### config.mk
export PLATFORM = sky130hd
export DESIGN_NAME = wb_gpio_irq_flat
export DESIGN_NICKNAME = d
export VERILOG_FILES = /design/src/rtl/wb_gpio_pkg.sv /design/src/rtl/wb_gpio_irq_if.sv /design/src/rtl/gpio_sync_edge.sv /design/src/rtl/wb_gpio_irq.sv /design/src/flat_wrapper.sv
export SDC_FILE = /design/constraint.sdc
export NUM_CORES = 1
export LEC_CHECK = 0
export ABC_CLOCK_PERIOD_IN_PS = 3000
export CORE_UTILIZATION = 45
export DETAILED_ROUTE_END_ITERATION = 8
export DONT_BUFFER_PORTS = 1
export GPL_ROUTABILITY_DRIVEN = 0
export REMOVE_ABC_BUFFERS = 1
export SLEW_MARGIN = 20
export SYNTH_ARGS = -nofsm -noshare
export SYNTH_HDL_FRONTEND = slang
export SYNTH_HIERARCHICAL = 1
export SYNTH_SLANG_ARGS = --single-unit
### constraint.sdc
create_clock -name wb_clk -period 3 [get_ports wb_clk]
set_clock_uncertainty 0.15 [all_clocks]
set_input_delay 0.3 -clock wb_clk [delete_from_list [all_inputs] [get_ports wb_clk]]
set_output_delay 0.3 -clock wb_clk [all_outputs]
set_load 0.02 [all_outputs]
### src/rtl/wb_gpio_pkg.sv
// rtl/wb_gpio_pkg.sv - register offsets, reset value and byte-lane helper for wb_gpio_irq
package wb_gpio_pkg;

    localparam logic [2:0] GPIO_REG_IN      = 3'd0;
    localparam logic [2:0] GPIO_REG_OUT     = 3'd1;
    localparam logic [2:0] GPIO_REG_DIR     = 3'd2;
    localparam logic [2:0] GPIO_REG_OUT_SET = 3'd3;
    localparam logic [2:0] GPIO_REG_OUT_CLR = 3'd4;
    localparam logic [2:0] GPIO_REG_RISE_EN = 3'd5;
    localparam logic [2:0] GPIO_REG_FALL_EN = 3'd6;
    localparam logic [2:0] GPIO_REG_STATUS  = 3'd7;

    localparam logic [31:0] GPIO_REG_RESET = 32'h0000_0000;

    function automatic logic [31:0] byte_mask(input logic [3:0] sel);
        logic [31:0] m;
        for (int i = 0; i < 4; i++) begin
            m[8*i +: 8] = {8{sel[i]}};
        end
        return m;
    endfunction

endpackage

### src/rtl/wb_gpio_irq_if.sv
// rtl/wb_gpio_irq_if.sv - Wishbone classic slave bus bundle for wb_gpio_irq
interface wb_gpio_irq_if;

    logic [2:0]  wb_adr_i;
    logic [31:0] wb_dat_i;
    logic [3:0]  wb_sel_i;
    logic        wb_we_i;
    logic        wb_cyc_i;
    logic        wb_stb_i;
    logic [31:0] wb_dat_o;
    logic        wb_ack_o;

    modport master (
        output wb_adr_i, wb_dat_i, wb_sel_i, wb_we_i, wb_cyc_i, wb_stb_i,
        input  wb_dat_o, wb_ack_o
    );

    modport slave (
        input  wb_adr_i, wb_dat_i, wb_sel_i, wb_we_i, wb_cyc_i, wb_stb_i,
        output wb_dat_o, wb_ack_o
    );

endinterface

### src/rtl/gpio_sync_edge.sv
// rtl/gpio_sync_edge.sv - input synchroniser, optional debounce (WB_GPIO_DEBOUNCE_EN), registered edge detect
module gpio_sync_edge #(
    parameter int WIDTH           = 8,
    parameter int SYNC_STAGES     = 2,
    parameter int DEBOUNCE_CYCLES = 1024
) (
    input  logic             clk,
    input  logic             rst,
    input  logic [WIDTH-1:0] gpio_i,
    output logic [WIDTH-1:0] filt_o,
    output logic [WIDTH-1:0] rise_o,
    output logic [WIDTH-1:0] fall_o
);

    logic [SYNC_STAGES-1:0][WIDTH-1:0] sync_q, sync_d;
    logic [WIDTH-1:0] s, filt;
    logic [WIDTH-1:0] p_q, p_d;
    logic [WIDTH-1:0] rise_q, rise_d;
    logic [WIDTH-1:0] fall_q, fall_d;

    always_comb begin
        sync_d = {sync_q[SYNC_STAGES-2:0], gpio_i};
        s      = sync_q[SYNC_STAGES-1];
    end

`ifdef WB_GPIO_DEBOUNCE_EN
    localparam int CW = (DEBOUNCE_CYCLES > 1) ? $clog2(DEBOUNCE_CYCLES) : 1;

    logic [CW-1:0]    cnt_q, cnt_d;
    logic             tick;
    logic [WIDTH-1:0] samp_q, samp_d;
    logic [WIDTH-1:0] filt_q, filt_d;

    // A bit follows s only when two consecutive tick samples agree.
    always_comb begin
        tick   = (cnt_q == CW'(DEBOUNCE_CYCLES - 1));
        cnt_d  = tick ? '0 : cnt_q + CW'(1);
        samp_d = tick ? s : samp_q;
        filt_d = filt_q;
        if (tick) begin
            filt_d = (s & ~(s ^ samp_q)) | (filt_q & (s ^ samp_q));
        end
    end

    always_ff @(posedge clk) begin
        if (rst) begin
            cnt_q  <= '0;
            samp_q <= '0;
            filt_q <= '0;
        end else begin
            cnt_q  <= cnt_d;
            samp_q <= samp_d;
            filt_q <= filt_d;
        end
    end

    assign filt = filt_q;
`else
    if (DEBOUNCE_CYCLES < 1) begin : g_debounce_cfg_unused
    end

    assign filt = s;
`endif

    always_comb begin
        p_d    = filt;
        rise_d = filt & ~p_q;
        fall_d = ~filt & p_q;
    end

    always_ff @(posedge clk) begin
        if (rst) begin
            sync_q <= '0;
            p_q    <= '0;
            rise_q <= '0;
            fall_q <= '0;
        end else begin
            sync_q <= sync_d;
            p_q    <= p_d;
            rise_q <= rise_d;
            fall_q <= fall_d;
        end
    end

    assign filt_o = filt;
    assign rise_o = rise_q;
    assign fall_o = fall_q;

endmodule

### src/rtl/wb_gpio_irq.sv
// rtl/wb_gpio_irq.sv - Wishbone GPIO with set/clear, edge interrupts and W1C status; debounce via WB_GPIO_DEBOUNCE_EN
module wb_gpio_irq
    import wb_gpio_pkg::*;
#(
    parameter int WIDTH           = 8,
    parameter int SYNC_STAGES     = 2,
    parameter int DEBOUNCE_CYCLES = 1024
) (
    input  logic             wb_clk,
    input  logic             wb_rst,
    wb_gpio_irq_if.slave     wb,
    input  logic [WIDTH-1:0] gpio_i,
    output logic [WIDTH-1:0] gpio_o,
    output logic [WIDTH-1:0] gpio_dir_o,
    output logic             irq_o
);

    localparam logic [0:0] BUS_IDLE = 1'b0;
    localparam logic [0:0] BUS_ACK  = 1'b1;
    localparam logic [31:0] WMASK = (WIDTH >= 32) ? 32'hFFFF_FFFF : ((32'h1 << WIDTH) - 32'h1);

    logic [0:0]  state_q, state_d;
    logic [31:0] dat_o_q, dat_o_d;
    logic [31:0] out_q, out_d;
    logic [31:0] dir_q, dir_d;
    logic [31:0] rise_en_q, rise_en_d;
    logic [31:0] fall_en_q, fall_en_d;
    logic [31:0] status_q, status_d;
    logic        irq_q, irq_d;

    logic [WIDTH-1:0] in_val, rise, fall;
    logic [31:0] in32, rise32, fall32;
    logic [31:0] wmask, wdata, clr, rdata;
    logic        access, wr;

    gpio_sync_edge #(
        .WIDTH          (WIDTH),
        .SYNC_STAGES    (SYNC_STAGES),
        .DEBOUNCE_CYCLES(DEBOUNCE_CYCLES)
    ) u_sync_edge (
        .clk   (wb_clk),
        .rst   (wb_rst),
        .gpio_i(gpio_i),
        .filt_o(in_val),
        .rise_o(rise),
        .fall_o(fall)
    );

    always_comb begin
        in32   = '0;
        rise32 = '0;
        fall32 = '0;
        in32[WIDTH-1:0]   = in_val;
        rise32[WIDTH-1:0] = rise;
        fall32[WIDTH-1:0] = fall;

        // Only the first cycle of a request is serviced; the ack cycle is dead time.
        access = wb.wb_cyc_i & wb.wb_stb_i & (state_q == BUS_IDLE);
        wr     = access & wb.wb_we_i;
        wmask  = byte_mask(wb.wb_sel_i) & WMASK;
        wdata  = wb.wb_dat_i & wmask;

        unique case (wb.wb_adr_i)
            GPIO_REG_IN:      rdata = in32;
            GPIO_REG_OUT:     rdata = out_q;
            GPIO_REG_DIR:     rdata = dir_q;
            GPIO_REG_RISE_EN: rdata = rise_en_q;
            GPIO_REG_FALL_EN: rdata = fall_en_q;
            GPIO_REG_STATUS:  rdata = status_q;
            default:          rdata = '0;
        endcase

        state_d   = access ? BUS_ACK : BUS_IDLE;
        dat_o_d   = (access & ~wb.wb_we_i) ? rdata : dat_o_q;
        out_d     = out_q;
        dir_d     = dir_q;
        rise_en_d = rise_en_q;
        fall_en_d = fall_en_q;
        clr       = '0;

        if (wr) begin
            unique case (wb.wb_adr_i)
                GPIO_REG_OUT:     out_d     = (out_q & ~wmask) | wdata;
                GPIO_REG_DIR:     dir_d     = (dir_q & ~wmask) | wdata;
                GPIO_REG_OUT_SET: out_d     = out_q | wdata;
                GPIO_REG_OUT_CLR: out_d     = out_q & ~wdata;
                GPIO_REG_RISE_EN: rise_en_d = (rise_en_q & ~wmask) | wdata;
                GPIO_REG_FALL_EN: fall_en_d = (fall_en_q & ~wmask) | wdata;
                GPIO_REG_STATUS:  clr       = wdata;
                default:          ;
            endcase
        end

        // New events are ORed in after the clear so a same-cycle edge survives W1C.
        status_d = (status_q & ~clr) | (rise32 & rise_en_q) | (fall32 & fall_en_q);
        irq_d    = |status_q;
    end

    always_ff @(posedge wb_clk) begin
        if (wb_rst) begin
            state_q   <= BUS_IDLE;
            dat_o_q   <= GPIO_REG_RESET;
            out_q     <= GPIO_REG_RESET;
            dir_q     <= GPIO_REG_RESET;
            rise_en_q <= GPIO_REG_RESET;
            fall_en_q <= GPIO_REG_RESET;
            status_q  <= GPIO_REG_RESET;
            irq_q     <= 1'b0;
        end else begin
            state_q   <= state_d;
            dat_o_q   <= dat_o_d;
            out_q     <= out_d;
            dir_q     <= dir_d;
            rise_en_q <= rise_en_d;
            fall_en_q <= fall_en_d;
            status_q  <= status_d;
            irq_q     <= irq_d;
        end
    end

    assign wb.wb_dat_o = dat_o_q;
    assign wb.wb_ack_o = (state_q == BUS_ACK);
    assign gpio_o      = out_q[WIDTH-1:0];
    assign gpio_dir_o  = dir_q[WIDTH-1:0];
    assign irq_o       = irq_q;

endmodule
### src/flat_wrapper.sv
// flat-port wrapper written by rule: the top's interface ports become plain ports
module wb_gpio_irq_flat import wb_gpio_pkg::*;
#(
    parameter int WIDTH           = 8,
    parameter int SYNC_STAGES     = 2,
    parameter int DEBOUNCE_CYCLES = 1024
)
  (wb_clk, wb_rst, gpio_i, gpio_o, gpio_dir_o, irq_o, wb_wb_adr_i, wb_wb_dat_i, wb_wb_sel_i, wb_wb_we_i, wb_wb_cyc_i, wb_wb_stb_i, wb_wb_dat_o, wb_wb_ack_o);
  wb_gpio_irq_if wb_i ();
  input  logic wb_clk;
  input  logic wb_rst;
  input  logic [WIDTH-1:0] gpio_i;
  output logic [WIDTH-1:0] gpio_o;
  output logic [WIDTH-1:0] gpio_dir_o;
  output logic irq_o;
  input wire logic [$bits(wb_i.wb_adr_i)-1:0] wb_wb_adr_i;
  input wire logic [$bits(wb_i.wb_dat_i)-1:0] wb_wb_dat_i;
  input wire logic [$bits(wb_i.wb_sel_i)-1:0] wb_wb_sel_i;
  input wire logic [$bits(wb_i.wb_we_i)-1:0] wb_wb_we_i;
  input wire logic [$bits(wb_i.wb_cyc_i)-1:0] wb_wb_cyc_i;
  input wire logic [$bits(wb_i.wb_stb_i)-1:0] wb_wb_stb_i;
  output wire logic [$bits(wb_i.wb_dat_o)-1:0] wb_wb_dat_o;
  output wire logic [$bits(wb_i.wb_ack_o)-1:0] wb_wb_ack_o;
  assign wb_i.wb_adr_i = wb_wb_adr_i;
  assign wb_i.wb_dat_i = wb_wb_dat_i;
  assign wb_i.wb_sel_i = wb_wb_sel_i;
  assign wb_i.wb_we_i = wb_wb_we_i;
  assign wb_i.wb_cyc_i = wb_wb_cyc_i;
  assign wb_i.wb_stb_i = wb_wb_stb_i;
  assign wb_wb_dat_o = wb_i.wb_dat_o;
  assign wb_wb_ack_o = wb_i.wb_ack_o;
  wb_gpio_irq #(.WIDTH(WIDTH), .SYNC_STAGES(SYNC_STAGES), .DEBOUNCE_CYCLES(DEBOUNCE_CYCLES)) u_core (.wb_clk(wb_clk), .wb_rst(wb_rst), .wb(wb_i), .gpio_i(gpio_i), .gpio_o(gpio_o), .gpio_dir_o(gpio_dir_o), .irq_o(irq_o));
endmodule
# After elaboration in Yosys (flattened, before gate mapping)
# Cells that the tools add are included.
# W data, S select, Z words.
[totals]
register_bits = 234
elab_cells = 61
out_inout_bits = 50
inputBits = 52
[classes]
eq_ne = 7
reduce_logical = 7
n_mux = 5
bitwise_logic = 29
[ops]
columns = ["cell", "count"]
rows = [
  ["$or A32 B32 Y32", 7],
  ["$and A32 B32 Y32", 6],
  ["$pmux W32 S6", 1],
  ["$pmux W32 S3", 1],
  ["$and A8 B32 Y32", 2],
  ["$mux W32", 2],
  ["$not A32 Y32", 2],
  ["$and A32 B8 Y32", 1],
  ["$not A8 Y32", 1],
  ["$reduce_or A32 Y1", 1],
  ["$and A8 B8 Y8", 2],
  ["$not A8 Y8", 2],
  ["$eq A3 B3 Y1 const B", 4],
  ["$reduce_and A2 Y1", 4],
  ["$eq A3 B2 Y1 const B", 2],
  ["$and A1 B1 Y1", 4],
  ["$eq A3 B1 Y1 const B", 1],
  ["$logic_not A3 Y1", 1],
  ["$reduce_bool A3 Y1", 1],
  ["$not A1 Y1", 2],
  ["$mux W1", 1],
]

# Depth between registers and ports, before layout
[logic_depth]
ltp_word = 8
ltp_mapped = 6
depth_no_buf = 4

# Modules after synthesis
# Netlist, hierarchy kept.
[by_module_without_submodules]
columns = ["mod", "area_per_inst_um2", "seq_area_each_um2", "instances", "cells_each"]
rows = [
  ["wb_gpio_irq", 2551.2, 1001.0, 1, 252],
  ["gpio_sync_edge", 1188.6, 800.8, 1, 84],
]

# Least setup slack after synthesis
# Ideal clock, no wire load.
[synth_path]
kind = "register to register"
startpoint = "register u_core.state_q, in the netlist u_core/wb.wb_ack_o"
endpoint = "register with a tool-made name"
arrival_ns = 1.490
n_path_buf = 0
period_less_slack_ns = 1.767
setup_ns = 0.128
setup_slack_ns = 1.233
stages_incl_launch_ff = 5
required_time_ns = 2.722
cell_sequence = "dfxtp_1 nand3b_4 nor4_4 mux2i_1 nor2_1"
[synth_lines]
columns = ["element", "line", "text"]
rows = [
  ["from (decl)", "wb_gpio_irq.sv:22", "logic [0:0] state_q, state_d;"],
  ["from (signal assigned)", "wb_gpio_irq.sv:110", "state_q <= state_d;"],
]

==> flow_summary.yaml <==
die:
  start_util_pct: 47.41
  row_count: 32
  die-width_um: 93.17
  core_area_um2: 7888
  die_y_um: 93.17
  die_area_um2: 8680
  io_pins: 102
sta:
  finalSetupTns_ns: 0
  min_period_ns: 1.989
  period_share_pct: 66.29
  finalSetupViolCount: 0
  worst_pin_slew_ns: 0.9505
  fmax_mhz: 502.8
  maxSlewHeadroom_pct: 36.10
  rsz0062_at_grt: "no"
  slew_viol_final: 0
  finalHoldViolCount: 0
placed_design:
  hpwl_mm: 4.935
  io_buffers: 0
  dp_cells: 423
power_and_ir_drop:
  comb_power_share_pct: 6.3
  power.density_nw_per_um2: 557.2
  clkPwrFrac_pct: 39.7
  p_int_mw: 1.761
  p_leak_nw: 1.479
  switching_share_pct: 22.72
  sequentialPowerShare_pct: 54.0
  switchingPower_mw: 0.5177
  ir_drop_uv: 293.2
route:
  final_antenna_net_count: 0
  wl_per_cell_um: 17.80
  detail_route.vias_per_cell: 5.502
  drc_errors: 0
  vias: 2509
  dr.pass1.iters: 4
  first_iter_violations: 121
  drt-total-wl_mm: 8.118
setup_path:
  max_stage_delay_ns: 0.52
  crit_path_top_delay_cell: "nor4_4"
  worstPathCellList: "nand3b_4 -> nor4_4 -> buf_4 -> mux2i_1 -> nor2_1"
  end_kind: "register"
  cp-start-kind: "register"
  worst-path-max-fanout: 8
  cp.required_ns: 3.09
  cp.arrival_ns: 2.08
  path_class: "reg2reg"
clock_tree:
  clk_path_buf_depth: 2
  clock_latency_ns: 0.36
  htreeDepth: 3
  cts_tree: "done"
  post_cts_buffers: 0
  cts_inserted_buffers: 9
  cts-root-buf: "clkbuf_8"
  clock-sinks: 90
  clkSlewWorstSetupHoldPaths_ns: 0.09
cells_and_area:
  syn_to_final_growth_pct: 9.334
  fin_cells: 456
  antenna-diode-count: 0
  nets: 401
  drive_gt1_share_pct: 16.38
yosys:
  ys_async_sr_fraction_pct: 0
  synth.distinct_cells: 41
  avgSynthCellArea_um2: 11.13
  yosysWarnings: 6
  yosysTopAreaCell: "dfxtp_1"
  syn_inst: 336
  netlist_top_cells_count: "90 x dfxtp_1, 32 x mux2i_1, 28 x nor2_1"
  ys_seq_area_share_pct: 48.18
  synthTopCellsByArea: "dfxtp_1 48%, mux2i_1 8.6%, buf_4 5.4%"
  synth_edf_count: 0
  yosysMostFrequentCell: "dfxtp_1"
  synth_area_um2: 3740
  synth_top_area_share_pct: 48.18
  ys_ff_latch: 90
  ys.flop_type: "dfxtp_1"
grt:
  antenna_found_initial: 0
  track_usage_pct: 19.93
  grt_pass1_vias: 2403
  grt_pass1_wl_mm: 12.94
  grt_overflow: 0
  grt_max_degree: 75
run:
  maxCapViolations: 0
run_status:
  outcome: "complete, no violations"
hold_path:
  hp-class: "in2reg"
placed cells by master (no fill, tap or decap), types with 2 or more instances in the layout:
master         count
a21oi_1            9
nand2b_1           2
a311oi_1           2
mux2i_1           32
a21bo_2            8
bufinv_16          2
nor3b_2           16
dfxtp_1           90
clkinvlp_4         2
nor4_4             2
nor3b_1            2
nor4_2             2
inv_1              2
clkbuf_8          10
o21ai_0            8
mux2_2             6
nor2_1            28
a22oi_1            8
a32o_1            15
dlygate4sd3_1     16
clkbuf_1           2
buf_4              3
a31oi_1            8
o21ai_1            8
nor4_1             2
conb_1            24
nor2b_1           24
a221o_1            6
logic make-up (layout without fill, tap and decap cells):
group	after synthesis	count (layout)	share of synthesized area, %
other cells	1	24	0.1003
flops	90	90	48.18
simple gates	87	87	17.43
compound gates	76	76	15.72
buf+inv	44	39	8.196
mux	38	38	10.37
what timing repair did:
item                       4_1_cts  5_1_grt
hold endpoints to repair        82        0
resized for setup                0        0
setup endpoints to repair        0        0
hold buffers                    17        0
cell type report:
type	instances	area, µm²
Clock buffer	12	145.1
Clock inverter	4	75.07
Fill cell	678	3799
Inverter	3	11.26
Multi-Input combinational cell	225	1718
Sequential cell	90	1802
Tap cell	102	127.6
Timing Repair Buffer	20	210.2
path summary, 6_finish.rpt:
path                                         from                                 endpoint  slack (ns)  depth (start not counted)
max reg2reg         u_core/wb.wb_ack_o$_SDFF_PP0_                                 register        1.01                          5
min reg2reg  u_core/u_sync_edge/p_q[2]$_SDFF_PP0_  u_core/u_sync_edge/rise_o[2]$_SDFF_PP0_        0.26                          1
max                 u_core/wb.wb_ack_o$_SDFF_PP0_                                 register        1.01                          5
min                                wb_wb_adr_i[2]                                 register        0.04                          3
worst max-delay path, delay by kind of cell (launching register included):
family | cells | cell delay, ns
DFF | 1 | 0.39
buffers and inverters | 1 | 0.27
muxes | 1 | 0.19
and+or+nand+nor | 3 | 0.87
per-layer routing:
metal	global-route usage, %	part of all wire [%]	vias up
met5	0	0	-
met4	6.538	1.3	0
met3	7.317	8.6	9
met2	32.11	47	98
met1	24.58	43	1207
li1	-	-	1195
metrics by stage:
| step | hold WS (ns) | power, mW | setup slack, ns | utilization [%] | area [µm²] |
|---|---|---|---|---|---|
| global placement | 0.2316 | 1.356 | 1.070 | 46.67 | 3681 |
| detailed placement | 0.2339 | 1.358 | 1.036 | 46.67 | 3681 |
| finish | 0.04439 | 2.278 | 1.011 | 51.84 | 4089 |
| global route | 0.06249 | 2.367 | 0.8572 | 51.84 | 4089 |
| floorplan | 0.2191 | 1.341 | 1.246 | - | 3531 |
| CTS | 0.02973 | 2.300 | 1.017 | 51.84 | 4089 |
power groups by stage:
| stage | Sequential (mW) | Combinational, mW | Clock, mW |
|---|---|---|---|
| global route | 1.23 | 0.156 | 0.977 |
| detailed placement | 1.26 | 0.0975 | 0 |
| floorplan | 1.26 | 0.0847 | 0 |
| CTS | 1.23 | 0.142 | 0.925 |
| global placement | 1.26 | 0.0968 | 0 |
| finish | 1.23 | 0.143 | 0.904 |
Power figures use the tool's default switching activity.
